===== src/rtl/ovl_collect_pkg.sv =====
// ---------------------------------------------------------------------------
// ovl_collect_pkg : shared types for the OVL fire collector
// Rev 1.0
// ---------------------------------------------------------------------------
`default_nettype none

package ovl_collect_pkg;

   localparam int OVL_NUM_CHK = 8;
   localparam int OVL_TS_W    = 16;
   localparam int OVL_EVT_W   = OVL_NUM_CHK + OVL_TS_W;

   typedef struct packed {
      logic [OVL_NUM_CHK-1:0] mask;
      logic [OVL_TS_W-1:0]    ts;
   } ovl_evt_t;

   typedef enum logic [0:0] {
      S_IDLE     = 1'b0,
      S_CAPTURED = 1'b1
   } ovl_state_t;

endpackage

`default_nettype wire


===== src/rtl/ovl_evt_fifo.sv =====
// ---------------------------------------------------------------------------
// ovl_evt_fifo : synchronous event FIFO, wrap-bit pointers, push accepted
//                when full if a pop happens in the same cycle
// Rev 1.0
// ---------------------------------------------------------------------------
`default_nettype none

module ovl_evt_fifo #(
   parameter int WIDTH = 24,
   parameter int DEPTH = 4
) (
   input  logic             clock,
   input  logic             reset,
   input  logic             clear,
   input  logic             push,
   input  logic             pop,
   input  logic [WIDTH-1:0] wdata,
   output logic [WIDTH-1:0] rdata,
   output logic             valid,
   output logic             full
);

   localparam int AW = $clog2(DEPTH);

   logic [WIDTH-1:0] mem [DEPTH];
   logic [AW:0]      wr_ptr;
   logic [AW:0]      rd_ptr;
   logic             empty;
   logic             do_push;
   logic             do_pop;

   assign empty   = (wr_ptr == rd_ptr);
   assign full    = (wr_ptr[AW] != rd_ptr[AW]) && (wr_ptr[AW-1:0] == rd_ptr[AW-1:0]);
   assign do_pop  = pop & ~empty;
   assign do_push = push & (~full | do_pop);

   always_ff @(posedge clock or posedge reset) begin
      if (reset) begin
         wr_ptr <= '0;
         rd_ptr <= '0;
      end else if (clear) begin
         wr_ptr <= '0;
         rd_ptr <= '0;
      end else begin
         if (do_push) wr_ptr <= wr_ptr + 1'b1;
         if (do_pop)  rd_ptr <= rd_ptr + 1'b1;
      end
   end

   // Storage needs no reset: the head is masked while the FIFO is empty.
   always_ff @(posedge clock) begin
      if (do_push && !clear) mem[wr_ptr[AW-1:0]] <= wdata;
   end

   assign valid = ~empty;
   assign rdata = valid ? mem[rd_ptr[AW-1:0]] : '0;

endmodule

`default_nettype wire


===== src/rtl/ovl_fire_collector.sv =====
// ---------------------------------------------------------------------------
// ovl_fire_collector : per-checker fail counters, first-failure capture and
//                      timestamped event FIFO for a bank of OVL checkers
// Rev 1.0
// ---------------------------------------------------------------------------
`default_nettype none

module ovl_fire_collector
   import ovl_collect_pkg::*;
#(
   parameter int NUM_CHK = OVL_NUM_CHK,
   parameter int CNT_W   = 8,
   parameter int TS_W    = OVL_TS_W,
   parameter int DEPTH   = 4
) (
   input  logic                       clock,
   input  logic                       reset,
   input  logic                       enable,
   input  logic                       clear,
   input  logic [NUM_CHK-1:0]         fire,
   output logic                       evt_valid,
   input  logic                       evt_ready,
   output logic [NUM_CHK-1:0]         evt_mask,
   output logic [TS_W-1:0]            evt_ts,
   input  logic [$clog2(NUM_CHK)-1:0] rd_sel,
   output logic [CNT_W-1:0]           rd_cnt,
   output logic                       first_valid,
   output logic [NUM_CHK-1:0]         first_mask,
   output logic [TS_W-1:0]            first_ts,
   output logic                       overflow,
   output logic                       irq
);

   localparam int EVT_W = NUM_CHK + TS_W;

   logic [TS_W-1:0]  ts;
   logic [CNT_W-1:0] cnt [NUM_CHK];
   ovl_state_t       state;
   ovl_state_t       state_nxt;
   logic             capture;
   logic             evt_hit;
   logic             pop;
   logic             fifo_full;
   logic [EVT_W-1:0] head;

   // A clear in the same cycle discards the event everywhere.
   assign evt_hit = enable & (|fire) & ~clear;
   assign pop     = evt_valid & evt_ready;

   always_ff @(posedge clock or posedge reset) begin
      if (reset) ts <= '0;
      else       ts <= ts + 1'b1;
   end

   always_ff @(posedge clock or posedge reset) begin
      if (reset) begin
         for (int i = 0; i < NUM_CHK; i++) cnt[i] <= '0;
      end else if (clear) begin
         for (int i = 0; i < NUM_CHK; i++) cnt[i] <= '0;
      end else if (evt_hit) begin
         for (int i = 0; i < NUM_CHK; i++) begin
            if (fire[i] && (cnt[i] != {CNT_W{1'b1}})) cnt[i] <= cnt[i] + 1'b1;
         end
      end
   end

   always_comb begin
      rd_cnt = '0;
      if (int'(rd_sel) < NUM_CHK) rd_cnt = cnt[rd_sel];
   end

   always_ff @(posedge clock or posedge reset) begin
      if (reset) state <= S_IDLE;
      else       state <= state_nxt;
   end

   always_comb begin
      state_nxt = state;
      capture   = 1'b0;
      case (state)
         S_IDLE: begin
            if (evt_hit) begin
               state_nxt = S_CAPTURED;
               capture   = 1'b1;
            end
         end
         S_CAPTURED: begin
            if (clear) state_nxt = S_IDLE;
         end
         default: state_nxt = S_IDLE;
      endcase
   end

   assign first_valid = (state == S_CAPTURED);

   always_ff @(posedge clock or posedge reset) begin
      if (reset) begin
         first_mask <= '0;
         first_ts   <= '0;
         overflow   <= 1'b0;
         irq        <= 1'b0;
      end else begin
         irq <= first_valid | overflow;
         if (clear) begin
            first_mask <= '0;
            first_ts   <= '0;
            overflow   <= 1'b0;
         end else begin
            if (capture) begin
               first_mask <= fire;
               first_ts   <= ts;
            end
            if (evt_hit && fifo_full && !pop) overflow <= 1'b1;
         end
      end
   end

   ovl_evt_fifo #(
      .WIDTH (EVT_W),
      .DEPTH (DEPTH)
   ) u_fifo (
      .clock (clock),
      .reset (reset),
      .clear (clear),
      .push  (evt_hit),
      .pop   (pop),
      .wdata ({fire, ts}),
      .rdata (head),
      .valid (evt_valid),
      .full  (fifo_full)
   );

   assign evt_mask = head[EVT_W-1:TS_W];
   assign evt_ts   = head[TS_W-1:0];

endmodule

`default_nettype wire

===== config.mk =====
export PLATFORM = sky130hd
export DESIGN_NAME = ovl_fire_collector
export DESIGN_NICKNAME = d
export VERILOG_FILES = /design/src/rtl/ovl_collect_pkg.sv /design/src/rtl/ovl_evt_fifo.sv /design/src/rtl/ovl_fire_collector.sv
export SDC_FILE = /design/constraint.sdc
export NUM_CORES = 1
export LEC_CHECK = 0
export ABC_AREA = 0
export CORE_ASPECT_RATIO = 1.5
export CORE_UTILIZATION = 40
export CTS_CLUSTER_SIZE = 40
export DETAILED_ROUTE_END_ITERATION = 12
export GPL_ROUTABILITY_DRIVEN = 0
export HOLD_SLACK_MARGIN = 0.12
export PLACE_DENSITY_LB_ADDON = 0.3
export SLEW_MARGIN = 20
export SYNTH_ARGS = -nofsm -noshare
export SYNTH_HDL_FRONTEND = slang
export SYNTH_SLANG_ARGS = --single-unit

===== constraint.sdc =====
create_clock -name clock -period 4.6 [get_ports clock]
set_clock_uncertainty 0.1 [all_clocks]
set_input_delay 0.69 -clock clock [delete_from_list [all_inputs] [get_ports clock]]
set_output_delay 0.69 -clock clock [all_outputs]
set_load 0.05 [all_outputs]

==> summary.md <==
| Metric | Value |
|---|---|
| Mapped Area | 9530 sq um |
| Peak Freq | 257 MHz |
| Vias per Instance | 5.69 |
| Worst-path clk slew | 0.06 ns |
| Fraction of power consumed by sequential logic | 44.5% |
| Layout cells sized above 1 | 14.2% |
| Tmin final | 3.89 ns |
| Largest net degree at the start of global routing | 71 |
| CTS resizes | 0 |
| First-pass GRT wire length | 35,300 um |
| Die X | 128 um |
| Flops & latches, synth | 209 |
| GRT Residual Overflow | 0 |
| Seq/Total Area, Yosys | 59.9% |
| Worst slew pin tran | 0.922 ns |
| Die Ht | 191 um |
| Clk Latency, worst-skew pair | 0.50 ns |
| Clock power share | 38.2% |
| Tcrit/Tclk final | 84.7% |
| Dpl hpwl | 15,100 um |
| Ports | 76 |
| Initial antenna violation count | 0 |
| ANT cells | 0 |
| Vias in the first global route | 6,564 |
| Status | finished, final reports clean |
| IO Port Bufs | 75 |
| Leakage | 0.00442 uW |
| Core area | 23,200 sq um |
| Max clock buf depth | 3 |
| Worst-path maximum fanout | 19 |
| Drt wl/cell | 20.4 um |
| Sw Share | 27.5% |
| Main synth FF type | dfrtp_1 |
| Setup TNS | 0 ns |
| Synth unique cells | 52 |
| Hold crit path type | reg -> reg |
| Critical path startpoint category | flop |
| Element type at the critical path end | output port |
| GRT Resource Usage Total | 18.7% |
| Final #Nets | 794 |
| Mapped Nets | 721 |
| # H-tree levels | 1 |
| Final WL | 22,300 um |
| Max rail drop VDD | 0.226 mV |
| # DRC | 0 |
| Number of buffers created by CTS | 21 |
| Syn Area/Cell | 13.8 sq um |
| Max Slew Vio Count | 0 |
| Placed cell count | 1,056 |
| EDFF count, synth | 96 |
| Row cnt | 68 |
| DR iter-0 viols | 498 |
| Cts hold-fix bufs | 0 |
| Post-DRT Antenna Nets | 0 |
| CTS tree | yes |
| DRT Pass-1 Iters | 5 |
| Final setup fails | 0 |
| Max-slew headroom at the worst pin | 38.5% |
| Crit path DAT | 3.10 ns |
| RSZ-0062 raised after global routing | no |
| Max Cap Violations | 0 |
| Initial Utilization | 41.0% |
| Gate power share | 17.3% |
| Dpl ws | 0.818 ns |
| Post-CTS Setup Repair Bufs | 0 |
| Synth async-reset ratio | 54.1% |
| Post-route setup slack | 0.705 ns |
| Fillers | 2,039 |
| Total power divided by cell area | 403 nW/um^2 |
| Ys Warns | 0 |
| CTS sink count | 209 |
| Clock Root Buffer | clkbuf_16 |
| Post-Syn Instances | 691 |
| Critical Path RT | 3.81 ns |
| Syn-to-layout area delta | 18.7% |
| Layout Cells excl Fill | 1,094 |
| WS Path Type | reg -> out |
| Internal | 3310 uW |
| Die ar. | 24,500 sq um |
| Number of vias in the routed layout | 6,229 |
| P_sw | 1250 uW |
| Final Hold Fails | 0 |
[synthesized netlist by cell type (7+ instances only)]
cell type	count	area (sq um)
edfxtp_1	96	2880
nand3_1	30	150
buf_2	7	35.0
mux2i_1	10	100
and4_1	12	105
ha_1	14	175
and3_1	14	87.6
mux2_2	8	90.1
a211oi_1	9	67.6
a22o_1	24	210
nor2b_1	27	169
nand4_1	11	68.8
mux4_2	40	901
clkbuf_1	22	82.6
inv_1	23	86.3
o211ai_1	8	60.1
nor3_1	14	70.1
xnor2_1	22	193
nand2_1	9	33.8
a31oi_1	20	125
nor2_1	54	203
a21oi_1	20	100
xor2_1	19	166
dfrtp_1	113	2830
a311oi_1	10	87.6
[stage by stage]
step | hold WS, ns | utilization, % | cell area, sq um | total power [uW]
3_5_place_dp | 0.381 | 45.7 | 10600 | 2870
4_1_cts | 0.403 | 48.7 | 11300 | 4620
6_report | 0.399 | 48.7 | 11300 | 4560
2_1_floorplan | 0.407 | - | 9530 | 2610
5_1_grt | 0.411 | 48.7 | 11300 | 4730
3_3_place_gp | 0.383 | 45.7 | 10600 | 2860
[final timing paths]
kind / start / to / slack, ns / cells after the start
max: u_fifo.rd_ptr[0]$_DFFE_PP0P_ / evt_mask[6] / 0.71 / 4
min: first_ts[7]$_DFFE_PP0P_ / first_ts[7]$_DFFE_PP0P_ / 0.40 / 1
max reg2reg: u_fifo.rd_ptr[0]$_DFFE_PP0P_ / u_fifo.mem[1][14]$_DFFE_PP_ / 1.98 / 5
min reg2reg: first_ts[7]$_DFFE_PP0P_ / first_ts[7]$_DFFE_PP0P_ / 0.40 / 1
max in group asynchronous: reset / first_ts[10]$_DFFE_PP0P_ / 2.84 / 3
min in group asynchronous: reset / irq$_DFF_PP0_ / 0.65 / 2
[worst max-delay path, cell delays in order, from the launching register on]
cell and delay [ns]:
dfrtp_1 0.68, buf_4 0.48, mux4_2 0.55, nor2b_1 0.16
clkdlybuf4s50_1 0.72
[sequential cells by signal, summed over array words and instances (netlist names)]
name           cells
u_fifo.mem        96
first_mask         8
u_fifo.rd_ptr      3
first_ts          16
ts                16
cnt               64
irq                1
u_fifo.wr_ptr      3
first_valid        1
overflow           1
[metal layers]
layer / routed length, um / share of wire, % / track usage [%]
met4: 1040 / 4.7 / 9.68
met5: 0 / 0 / 0
met3: 1170 / 5.2 / 3.05
met1: 8380 / 38 / 21.3
met2: 11700 / 53 / 33.7
[cell type report]
cell class              count  area [sq um]  share of cell area (%)
flip-flops and latches    209          5710                    50.5
multi-input cells         420          3580                    31.6
repair buffers             89           851                    7.52
clock buffers              26           554                    4.90
well taps                 315           394                    3.48
clock inverters            12           141                    1.25
inverters                  23          88.8                   0.785
[power by group through the flow]
stage,clock network [uW],registers [uW],logic (uW)
final,1740,2030,788
after global routing,1850,2030,841
after CTS,1790,2030,804
after detailed placement,0,2070,802
after global placement,0,2060,794
after floorplan,0,2070,535
[logic make-up after synthesis]
family                   after synthesis  synth area share [%]
AO/OA/AOI/OAI                        112                  8.68
flip-flops                           209                  59.9
adder cells (fa/ha/maj)               14                  1.84
buffers and inverters                 62                  2.90
AND/OR/NAND/NOR                      194                  11.3
multiplexers                          59                  11.6
XOR/XNOR                              41                  3.77
[layout by cell type, fill, tap and decap left out, types with 3 or more instances in the layout]
master,instances
a211oi_1,9
a21oi_1,20
a22o_1,24
a311oi_1,10
a31oi_1,20
a41oi_1,5
and3_1,14
and4_1,12
and4b_1,3
buf_4,14
bufinv_16,3
clkbuf_1,4
clkbuf_16,21
clkdlybuf4s50_1,74
clkinv_2,7
dfrtp_1,113
edfxtp_1,96
ha_1,14
inv_1,22
mux2_2,8
mux2i_1,10
mux4_2,40
nand2_1,9
nand3_1,30
nand4_1,11
nor2_1,54
nor2b_1,27
nor3_1,13
nor3b_2,3
o211ai_1,8
o21ai_0,4
o21bai_1,5
xnor2_1,22
xor2_1,19
Note: power is estimated with default switching activity, not from simulation.
